`src/rtl/mips_pkg.sv`:
```
// Shared types and constants for the PipelineCPU instruction-fetch front end.
package mips_pkg;

  typedef enum logic [1:0] {
    BOOT  = 2'd0,
    FETCH = 2'd1,
    HOLD  = 2'd2
  } fetch_state_e;

  localparam logic [31:0] NOP_INSTR        = 32'h0000_0000;
  localparam logic [31:0] WORD_STEP        = 32'd4;
  localparam logic [31:0] DEFAULT_RESET_PC = 32'h0000_0000;

  function automatic logic [31:0] word_align(input logic [31:0] addr);
    return {addr[31:2], 2'b00};
  endfunction

endpackage

```
`src/rtl/if_skid_buf.sv`:
```
// One-entry holding register for a fetch that completed while ID was stalled.
module if_skid_buf
  import mips_pkg::*;
#(
  parameter int ADDR_W = 32,
  parameter int DATA_W = 32
) (
  input  logic              clk,
  input  logic              rst_n,
  input  logic              load_i,
  input  logic              clear_i,
  input  logic [ADDR_W-1:0] pc_i,
  input  logic [ADDR_W-1:0] pc4_i,
  input  logic [DATA_W-1:0] instr_i,
  output logic              full_o,
  output logic [ADDR_W-1:0] pc_o,
  output logic [ADDR_W-1:0] pc4_o,
  output logic [DATA_W-1:0] instr_o
);

  logic              full_d,  full_q;
  logic [ADDR_W-1:0] pc_d,    pc_q;
  logic [ADDR_W-1:0] pc4_d,   pc4_q;
  logic [DATA_W-1:0] instr_d, instr_q;

  // Clear takes priority so a flush always empties the entry.
  always_comb begin
    full_d  = full_q;
    pc_d    = pc_q;
    pc4_d   = pc4_q;
    instr_d = instr_q;
    if (clear_i) begin
      full_d  = 1'b0;
      pc_d    = '0;
      pc4_d   = '0;
      instr_d = DATA_W'(NOP_INSTR);
    end else if (load_i) begin
      full_d  = 1'b1;
      pc_d    = pc_i;
      pc4_d   = pc4_i;
      instr_d = instr_i;
    end else begin
      full_d  = full_q;
    end
  end

  always_ff @(posedge clk) begin
    if (!rst_n) begin
      full_q  <= 1'b0;
      pc_q    <= '0;
      pc4_q   <= '0;
      instr_q <= DATA_W'(NOP_INSTR);
    end else begin
      full_q  <= full_d;
      pc_q    <= pc_d;
      pc4_q   <= pc4_d;
      instr_q <= instr_d;
    end
  end

  assign full_o  = full_q;
  assign pc_o    = pc_q;
  assign pc4_o   = pc4_q;
  assign instr_o = instr_q;

endmodule

```
`src/rtl/if_fetch_unit.sv`:
```
// Instruction-fetch front end: PC register, fetch FSM, imem handshake and IF/ID register.
module if_fetch_unit
  import mips_pkg::*;
#(
  parameter int                ADDR_W   = 32,
  parameter int                DATA_W   = 32,
  parameter logic [ADDR_W-1:0] RESET_PC = ADDR_W'(DEFAULT_RESET_PC)
) (
  input  logic              clk,
  input  logic              rst_n,
  input  logic              stall_i,
  input  logic              redirect_i,
  input  logic [ADDR_W-1:0] redirect_addr_i,
  output logic              imem_req_o,
  output logic [ADDR_W-1:0] imem_addr_o,
  input  logic              imem_ready_i,
  input  logic [DATA_W-1:0] imem_rdata_i,
  output logic              if_id_valid_o,
  output logic [ADDR_W-1:0] if_id_pc_o,
  output logic [ADDR_W-1:0] if_id_pc4_o,
  output logic [DATA_W-1:0] if_id_instr_o
);

  fetch_state_e      state_d, state_q;
  logic [ADDR_W-1:0] pc_d, pc_q;
  logic              req_d, req_q;
  logic              valid_d, valid_q;
  logic [ADDR_W-1:0] id_pc_d, id_pc_q;
  logic [ADDR_W-1:0] id_pc4_d, id_pc4_q;
  logic [DATA_W-1:0] id_instr_d, id_instr_q;

  logic              fetch_done_s;
  logic [ADDR_W-1:0] pc_plus4_s;
  logic              skid_load_s, skid_clear_s, skid_full_s;
  logic [ADDR_W-1:0] skid_pc_s, skid_pc4_s;
  logic [DATA_W-1:0] skid_instr_s;

  assign fetch_done_s = req_q & imem_ready_i;
  assign pc_plus4_s   = pc_q + ADDR_W'(WORD_STEP);

  if_skid_buf #(
    .ADDR_W (ADDR_W),
    .DATA_W (DATA_W)
  ) u_skid (
    .clk     (clk),
    .rst_n   (rst_n),
    .load_i  (skid_load_s),
    .clear_i (skid_clear_s),
    .pc_i    (pc_q),
    .pc4_i   (pc_plus4_s),
    .instr_i (imem_rdata_i),
    .full_o  (skid_full_s),
    .pc_o    (skid_pc_s),
    .pc4_o   (skid_pc4_s),
    .instr_o (skid_instr_s)
  );

  // Next-state logic; a redirect overrides the FSM and discards any fetch finishing now.
  always_comb begin
    state_d      = state_q;
    pc_d         = pc_q;
    valid_d      = valid_q;
    id_pc_d      = id_pc_q;
    id_pc4_d     = id_pc4_q;
    id_instr_d   = id_instr_q;
    skid_load_s  = 1'b0;
    skid_clear_s = 1'b0;
    if (redirect_i) begin
      pc_d         = {redirect_addr_i[ADDR_W-1:2], 2'b00};
      valid_d      = 1'b0;
      id_instr_d   = DATA_W'(NOP_INSTR);
      skid_clear_s = 1'b1;
      state_d      = FETCH;
    end else begin
      case (state_q)
        BOOT: begin
          state_d = FETCH;
        end
        FETCH: begin
          if (fetch_done_s) begin
            pc_d = pc_plus4_s;
            if (!stall_i) begin
              valid_d    = 1'b1;
              id_pc_d    = pc_q;
              id_pc4_d   = pc_plus4_s;
              id_instr_d = imem_rdata_i;
            end else begin
              skid_load_s = 1'b1;
              state_d     = HOLD;
            end
          end else if (!stall_i) begin
            valid_d    = 1'b0;
            id_instr_d = DATA_W'(NOP_INSTR);
          end else begin
            state_d = FETCH;
          end
        end
        HOLD: begin
          if (!stall_i) begin
            valid_d      = skid_full_s;
            id_pc_d      = skid_pc_s;
            id_pc4_d     = skid_pc4_s;
            id_instr_d   = skid_instr_s;
            skid_clear_s = 1'b1;
            state_d      = FETCH;
          end else begin
            state_d = HOLD;
          end
        end
        default: begin
          state_d = BOOT;
        end
      endcase
    end
    req_d = (state_d == FETCH);
  end

  always_ff @(posedge clk) begin
    if (!rst_n) begin
      state_q    <= BOOT;
      pc_q       <= RESET_PC;
      req_q      <= 1'b0;
      valid_q    <= 1'b0;
      id_pc_q    <= '0;
      id_pc4_q   <= '0;
      id_instr_q <= DATA_W'(NOP_INSTR);
    end else begin
      state_q    <= state_d;
      pc_q       <= pc_d;
      req_q      <= req_d;
      valid_q    <= valid_d;
      id_pc_q    <= id_pc_d;
      id_pc4_q   <= id_pc4_d;
      id_instr_q <= id_instr_d;
    end
  end

  assign imem_req_o    = req_q;
  assign imem_addr_o   = pc_q;
  assign if_id_valid_o = valid_q;
  assign if_id_pc_o    = id_pc_q;
  assign if_id_pc4_o   = id_pc4_q;
  assign if_id_instr_o = id_instr_q;

endmodule

```
`config.mk`:
```
export PLATFORM = sky130hd
export DESIGN_NAME = if_fetch_unit
export DESIGN_NICKNAME = d
export VERILOG_FILES = /design/src/rtl/mips_pkg.sv /design/src/rtl/if_skid_buf.sv /design/src/rtl/if_fetch_unit.sv
export SDC_FILE = /design/constraint.sdc
export NUM_CORES = 1
export LEC_CHECK = 0
export ABC_AREA = 0
export CORE_UTILIZATION = 47
export CTS_CLUSTER_DIAMETER = 80
export DETAILED_ROUTE_END_ITERATION = 12
export GPL_TIMING_DRIVEN = 0
export PLACE_DENSITY = 0.78
export SLEW_MARGIN = 20
export SYNTH_ARGS = -nofsm -noshare
export SYNTH_HDL_FRONTEND = slang
export SYNTH_HIERARCHICAL = 1
export SYNTH_SLANG_ARGS = --single-unit
export TNS_END_PERCENT = 30
```
`constraint.sdc`:
```
create_clock -name clk -period 2.1 [get_ports clk]
set_input_delay 0.525 -clock clk [delete_from_list [all_inputs] [get_ports clk]]
set_output_delay 0.525 -clock clk [all_outputs]
set_load 0.01 [all_outputs]
```
### Yosys cells after proc, flatten, opt, wreduce, memory -nomap -nowiden

Cells that the tools add are included.

| storage, ports and cells | value |
|---|---|
| output and inout port bits | 130 |
| flip-flop bits (word level) | 229 |
| input port bits | 69 |
| word-level logic and storage cells | 66 |

| cells by class | value |
|---|---|
| add/subtract/negate cells | 1 |
| reduce and logical (&&, ||, !) cells | 10 |
| equal/unequal tests | 6 |
| bitwise operators | 3 |
| mux-type cells | 34 |

Operators by type and width:

| operator | count |
|---|---|
| 2-to-1 mux 32 bit | 13 |
| one-hot mux 32 bit (2 select lines) | 3 |
| adder 32 x 3 -> 32 bit, second input constant | 1 |
| 2-to-1 mux 1 bit | 11 |
| 2-to-1 mux 2 bit | 5 |
| inequality test 2 bit, second input constant | 3 |
| one-hot mux 2 bit (3 select lines) | 1 |
| nonzero test 2 bit | 3 |
| AND reduction 5 bit | 1 |
| == test 2 x 1 -> 1 bit, second input constant | 2 |
| AND reduction 2 bit | 2 |
| OR reduction 2 bit | 2 |
| AND reduction 3 bit | 1 |
| == test 2 bit, second input constant | 1 |
| zero test 2 bit | 1 |
| NOT 1 bit | 2 |
| one-hot mux 1 bit (2 select lines) | 1 |
| AND 1 bit | 1 |

### Logic depth before layout (Yosys ltp)

| logic depth | value |
|---|---|
| depth in word-level cells | 5 |
| gate-level depth with buffers | 10 |
| gate-level depth less buffers | 7 |

### Cells and area by module

Netlist, hierarchy kept.

By module, submodules not included:

| module | sequential area each (µm²) | area an instance (µm²) | cells each | instances |
|---|---|---|---|---|
| if_fetch_unit | 2602.5 | 6465.0 | 818 | 1 |
| if_skid_buf | 1941.9 | 3443.3 | 314 | 1 |

### Worst setup path after synthesis

No wires, ideal clock.

| timing path | value |
|---|---|
| kind | register to register |
| start | register pc_q[2], in the netlist imem_addr_o[2] |
| end | register u_skid.pc4_q[26], in the netlist u_skid/pc4_o[26] |
| buffers on the path | 0 |
| clock period less this slack | 2314 ps |
| stages on the path, launching flop included | 8 |
| library setup time | 128 ps |
| data required time | 1972 ps |
| path slack | -214 ps |
| arrival time | 2186 ps |
| path through | dfxtp_1 -> ha_1 -> nand3_1 -> or4_1 -> o31a_1 -> or2_2 -> mux2i_1 -> nor2_1 |

| on the way | value |
|---|---|
| cells in the longest elaborated chain, start to end | 1 |

RTL lines:

| element | line | RTL |
|---|---|---|
| start: declaration | if_fetch_unit.sv:25 | `logic [ADDR_W-1:0] pc_d, pc_q;` |
| start signal: assignment | if_fetch_unit.sv:129 | `pc_q <= pc_d;` |
| adder 32 x 3 -> 32 bit | if_fetch_unit.sv:39 | `assign pc_plus4_s = pc_q + ADDR_W'(WORD_STEP);` |
| named net pc_plus4_s[26] | if_fetch_unit.sv:33 | `logic [ADDR_W-1:0] pc_plus4_s;` |
| end signal: assignment | if_skid_buf.sv:56 | `pc4_q <= pc4_d;` |
| end: declaration | if_skid_buf.sv:23 | `logic [ADDR_W-1:0] pc4_d, pc4_q;` |

The timed path passes the listed nets, and every way through them passes these cells.
A chain may end at the register's enable or synchronous reset.

### Worst setup path in the final report

| timing path | value |
|---|---|
| start | register pc_q[6], in the netlist imem_addr_o[6] |
| end | output imem_addr_o[6] |

RTL lines:

| element | line | RTL |
|---|---|---|
| end: declaration | if_fetch_unit.sv:15 | `output logic [ADDR_W-1:0] imem_addr_o,` |

No word-level cell between the ends.

==> run metrics <==
outcome complete, but fails checks; failing checks setup timing; Num CTS Buffers 24; most common cell after layout, fill and taps aside dfxtp_1; commonest non-fill, non-tap cells in the layout dfxtp_1, nor2_1, clkdlybuf4s50_1; vias post-DR 9550; critical path arrival 1.61 ns; Final setup violation count 2; flops & latches, synth 227; Post-DP HPWL 22500 µm; Max Slew Vio Count 0; Ports 199; FP Rows 52; Least-Margin Pin Slew 0.785 ns; max incr delay on CP 0.60 ns; Critical Path, Cell by Cell clkdlybuf4s50_1; Max-Cap Viols 0; Avg Synthesized Cell Area 8.75 µm²; Multi-input gate area 0.00504 mm²; initial antenna violation count 0; CTS tree yes; Syn Inst Count 1132; adder-cell area share of the yosys netlist 0.126%; final hold vios 0; sequential share of the synthesized area 45.9%; Final ANT Viol Nets 0; Post-Synth XOR/XNOR Area 4.24%; static leakage 4.69 nW; global route overflow 0; startpoint types register; Synth warnings 6; Bufs and invs on worst path 1; clock sinks 227; Skew-Pair Late Insertion Delay 0.52 ns; Die ar. 0.0217 mm²; Hold/Removal Path Class reg -> reg; largest net degree at the start of global routing 14; Port Buffers 194; largest family of logic cells by synthesized area simple AND/OR/NAND/NOR gates; initial core utilization 48.5%; peak supply drop 0.000537 V; CP Max Fanout 9; First DRT Iteration DRCs 887; Final Net Count 1452; # DRC 0; clock root cell clkbuf_16; Layout Cell Area excl Fill 0.0136 mm²; Netlist cell types 51; max_slew headroom 47.6%; DR WL/cell 19.1 µm; hold slack 0.457 ns; antenna cells 0; WP data required 1.57 ns; slowest cell on the critical path clkdlybuf4s50_1; Setup crit end kind primary output; die span in x 147 µm; Post-synth EDFFs 0; WS Path Type reg -> out; RSZ-0062 raised after global routing yes; vias in the first global route 8920; global-route wire length before repair 48800 µm; critical path's top delay family buffers and inverters; mux cell area share after synthesis 10.4%; Seq. cell area 0.00458 mm²; Core ar. 0.0204 mm²; Routed WL 31800 µm; area delta synth->final 36.8%; complex-gate fraction of the synthesized area 14.4%; Setup Skew 0.0202 ns; Most used DFF post-synth dfxtp_1; pwr dens 714 mW/mm²; hold_buf cts 0; dpl cell area 0.0122 mm²; global-route usage over all layers 28.4%; drt pass-1 iters 5; clock tree buffer depth 3; number of fill cells 1681; Final WS setup -0.0350 ns; cell area after synthesis 0.00991 mm²; min Tclk post-route 2.14 ns; DIE HEIGHT 147 µm; period utilization 102%; clock-pin slew on the worst setup and hold paths 0.06 ns; Post-synth ARST share 0%; share of cells above drive strength 1 14.1%; H-tree depth 1; Final GP Congestion 0.957; vias per inst 5.73; maximum clock frequency 468 MHz; Synth Area in Simple Gates 19.8%
==> Yosys cell counts (2+ instances only) <==
library cell | instances | area share [%]
and3_1 | 9 | 0.57
o211ai_1 | 4 | 0.30
a22oi_1 | 32 | 2.4
a21oi_1 | 37 | 1.9
buf_2 | 9 | 0.45
nor3_1 | 6 | 0.30
nor3b_1 | 2 | 0.15
nor4_1 | 11 | 0.69
nor4_4 | 2 | 0.43
xor2_1 | 28 | 2.5
a311oi_1 | 33 | 2.9
xnor2_1 | 20 | 1.8
nand4_1 | 16 | 1.0
a31o_2 | 10 | 0.88
nor2_1 | 200 | 7.6
nand4_2 | 2 | 0.25
buf_8 | 4 | 0.61
mux2i_1 | 103 | 10
nand2_1 | 102 | 3.9
or3_1 | 8 | 0.51
o21ai_0 | 44 | 2.2
o31ai_1 | 4 | 0.30
and2_1 | 2 | 0.13
or2_2 | 2 | 0.13
nand3_1 | 51 | 2.6
dfxtp_1 | 227 | 46
a31oi_1 | 6 | 0.38
buf_4 | 9 | 0.68
clkbuf_1 | 75 | 2.8
inv_1 | 3 | 0.11
or4_1 | 4 | 0.30
nand2_2 | 2 | 0.13
and4_1 | 3 | 0.27
a211oi_1 | 36 | 2.7
nand2b_1 | 4 | 0.25
clkbuf_2 | 2 | 0.10
buf_1 | 6 | 0.23
==> layout make-up <==
type	count	share of cell area (%)
timing repair buffer	221	15.9
sequential	227	33.8
multi-input combinational	800	37.2
buffer	104	4.85
inverter	4	0.111
tap	270	2.49
clock buffer	36	5.22
clock inverter	6	0.425
==> routing by layer <==
| layer | part of all wire (%) | track usage, % | wire length (µm) |
|---|---|---|---|
| met5 | 0 | 0 | 0 |
| met1 | 39 | 36.4 | 12500 |
| met4 | 3.9 | 10.5 | 1240 |
| met2 | 46 | 46.1 | 14500 |
| met3 | 11 | 7.36 | 3540 |
==> what timing repair did <==
item,in CTS,in global routing
endpoints found under the setup margin,230,175
gates resized for setup,84,68
pin swaps,2,9
setup buffers,9,18
==> sequential cells by signal (all words and copies together), names as in the netlist <==
name,flops
if_id_instr_o,32
if_id_pc4_o,32
if_id_pc_o,32
u_skid/instr_o,32
u_skid/pc4_o,32
u_skid/pc_o,32
imem_addr_o,30
state_q,2
if_id_valid_o,1
imem_req_o,1
u_skid/full_o,1
==> metrics by stage <==
stage / util [%] / instances / setup slack, ns / setup TNS (ns) / total power, mW
floorplan: - / 1137 / 0.00234 / 0 / 5.04
global placement: 59.9 / 1601 / -1.28 / -205.01 / 5.51
detailed placement: 59.9 / 1601 / -1.33 / -205.65 / 5.52
CTS: 65.0 / 1650 / -0.0989 / -0.289 / 9.65
global route: 66.3 / 1668 / -0.0680 / -0.421 / 10.0
finish: 66.3 / 1668 / -0.0350 / -0.0400 / 9.68
==> cells by family after synthesis <==
family                   Yosys count
flip-flops                       227
AO/OA/AOI/OAI                    210
other                              1
XOR/XNOR                          48
AND/OR/NAND/NOR                  432
adder cells (fa/ha/maj)            1
multiplexers                     103
buffers and inverters            110
==> worst paths after layout <==
kind / start / end / slack [ns] / cells past startpoint
setup / recovery: imem_addr_o[6] / imem_addr_o[6] / -0.04 / 1
hold / removal: if_id_pc4_o[6] / if_id_pc4_o[6] / 0.46 / 2
setup reg to reg: imem_addr_o[9] / if_id_pc4_o[26] / 0.03 / 6
hold reg to reg: if_id_pc4_o[6] / if_id_pc4_o[6] / 0.46 / 2
==> report_power, final <==
group / total [mW] / internal [mW] / switching, mW
sequential: 4.50 / 4.40 / 0.104
clock: 4.14 / 2.44 / 1.70
combinational: 1.04 / 0.489 / 0.550
total: 9.68 / 7.33 / 2.36
Note: power is estimated with default switching activity, not from simulation.
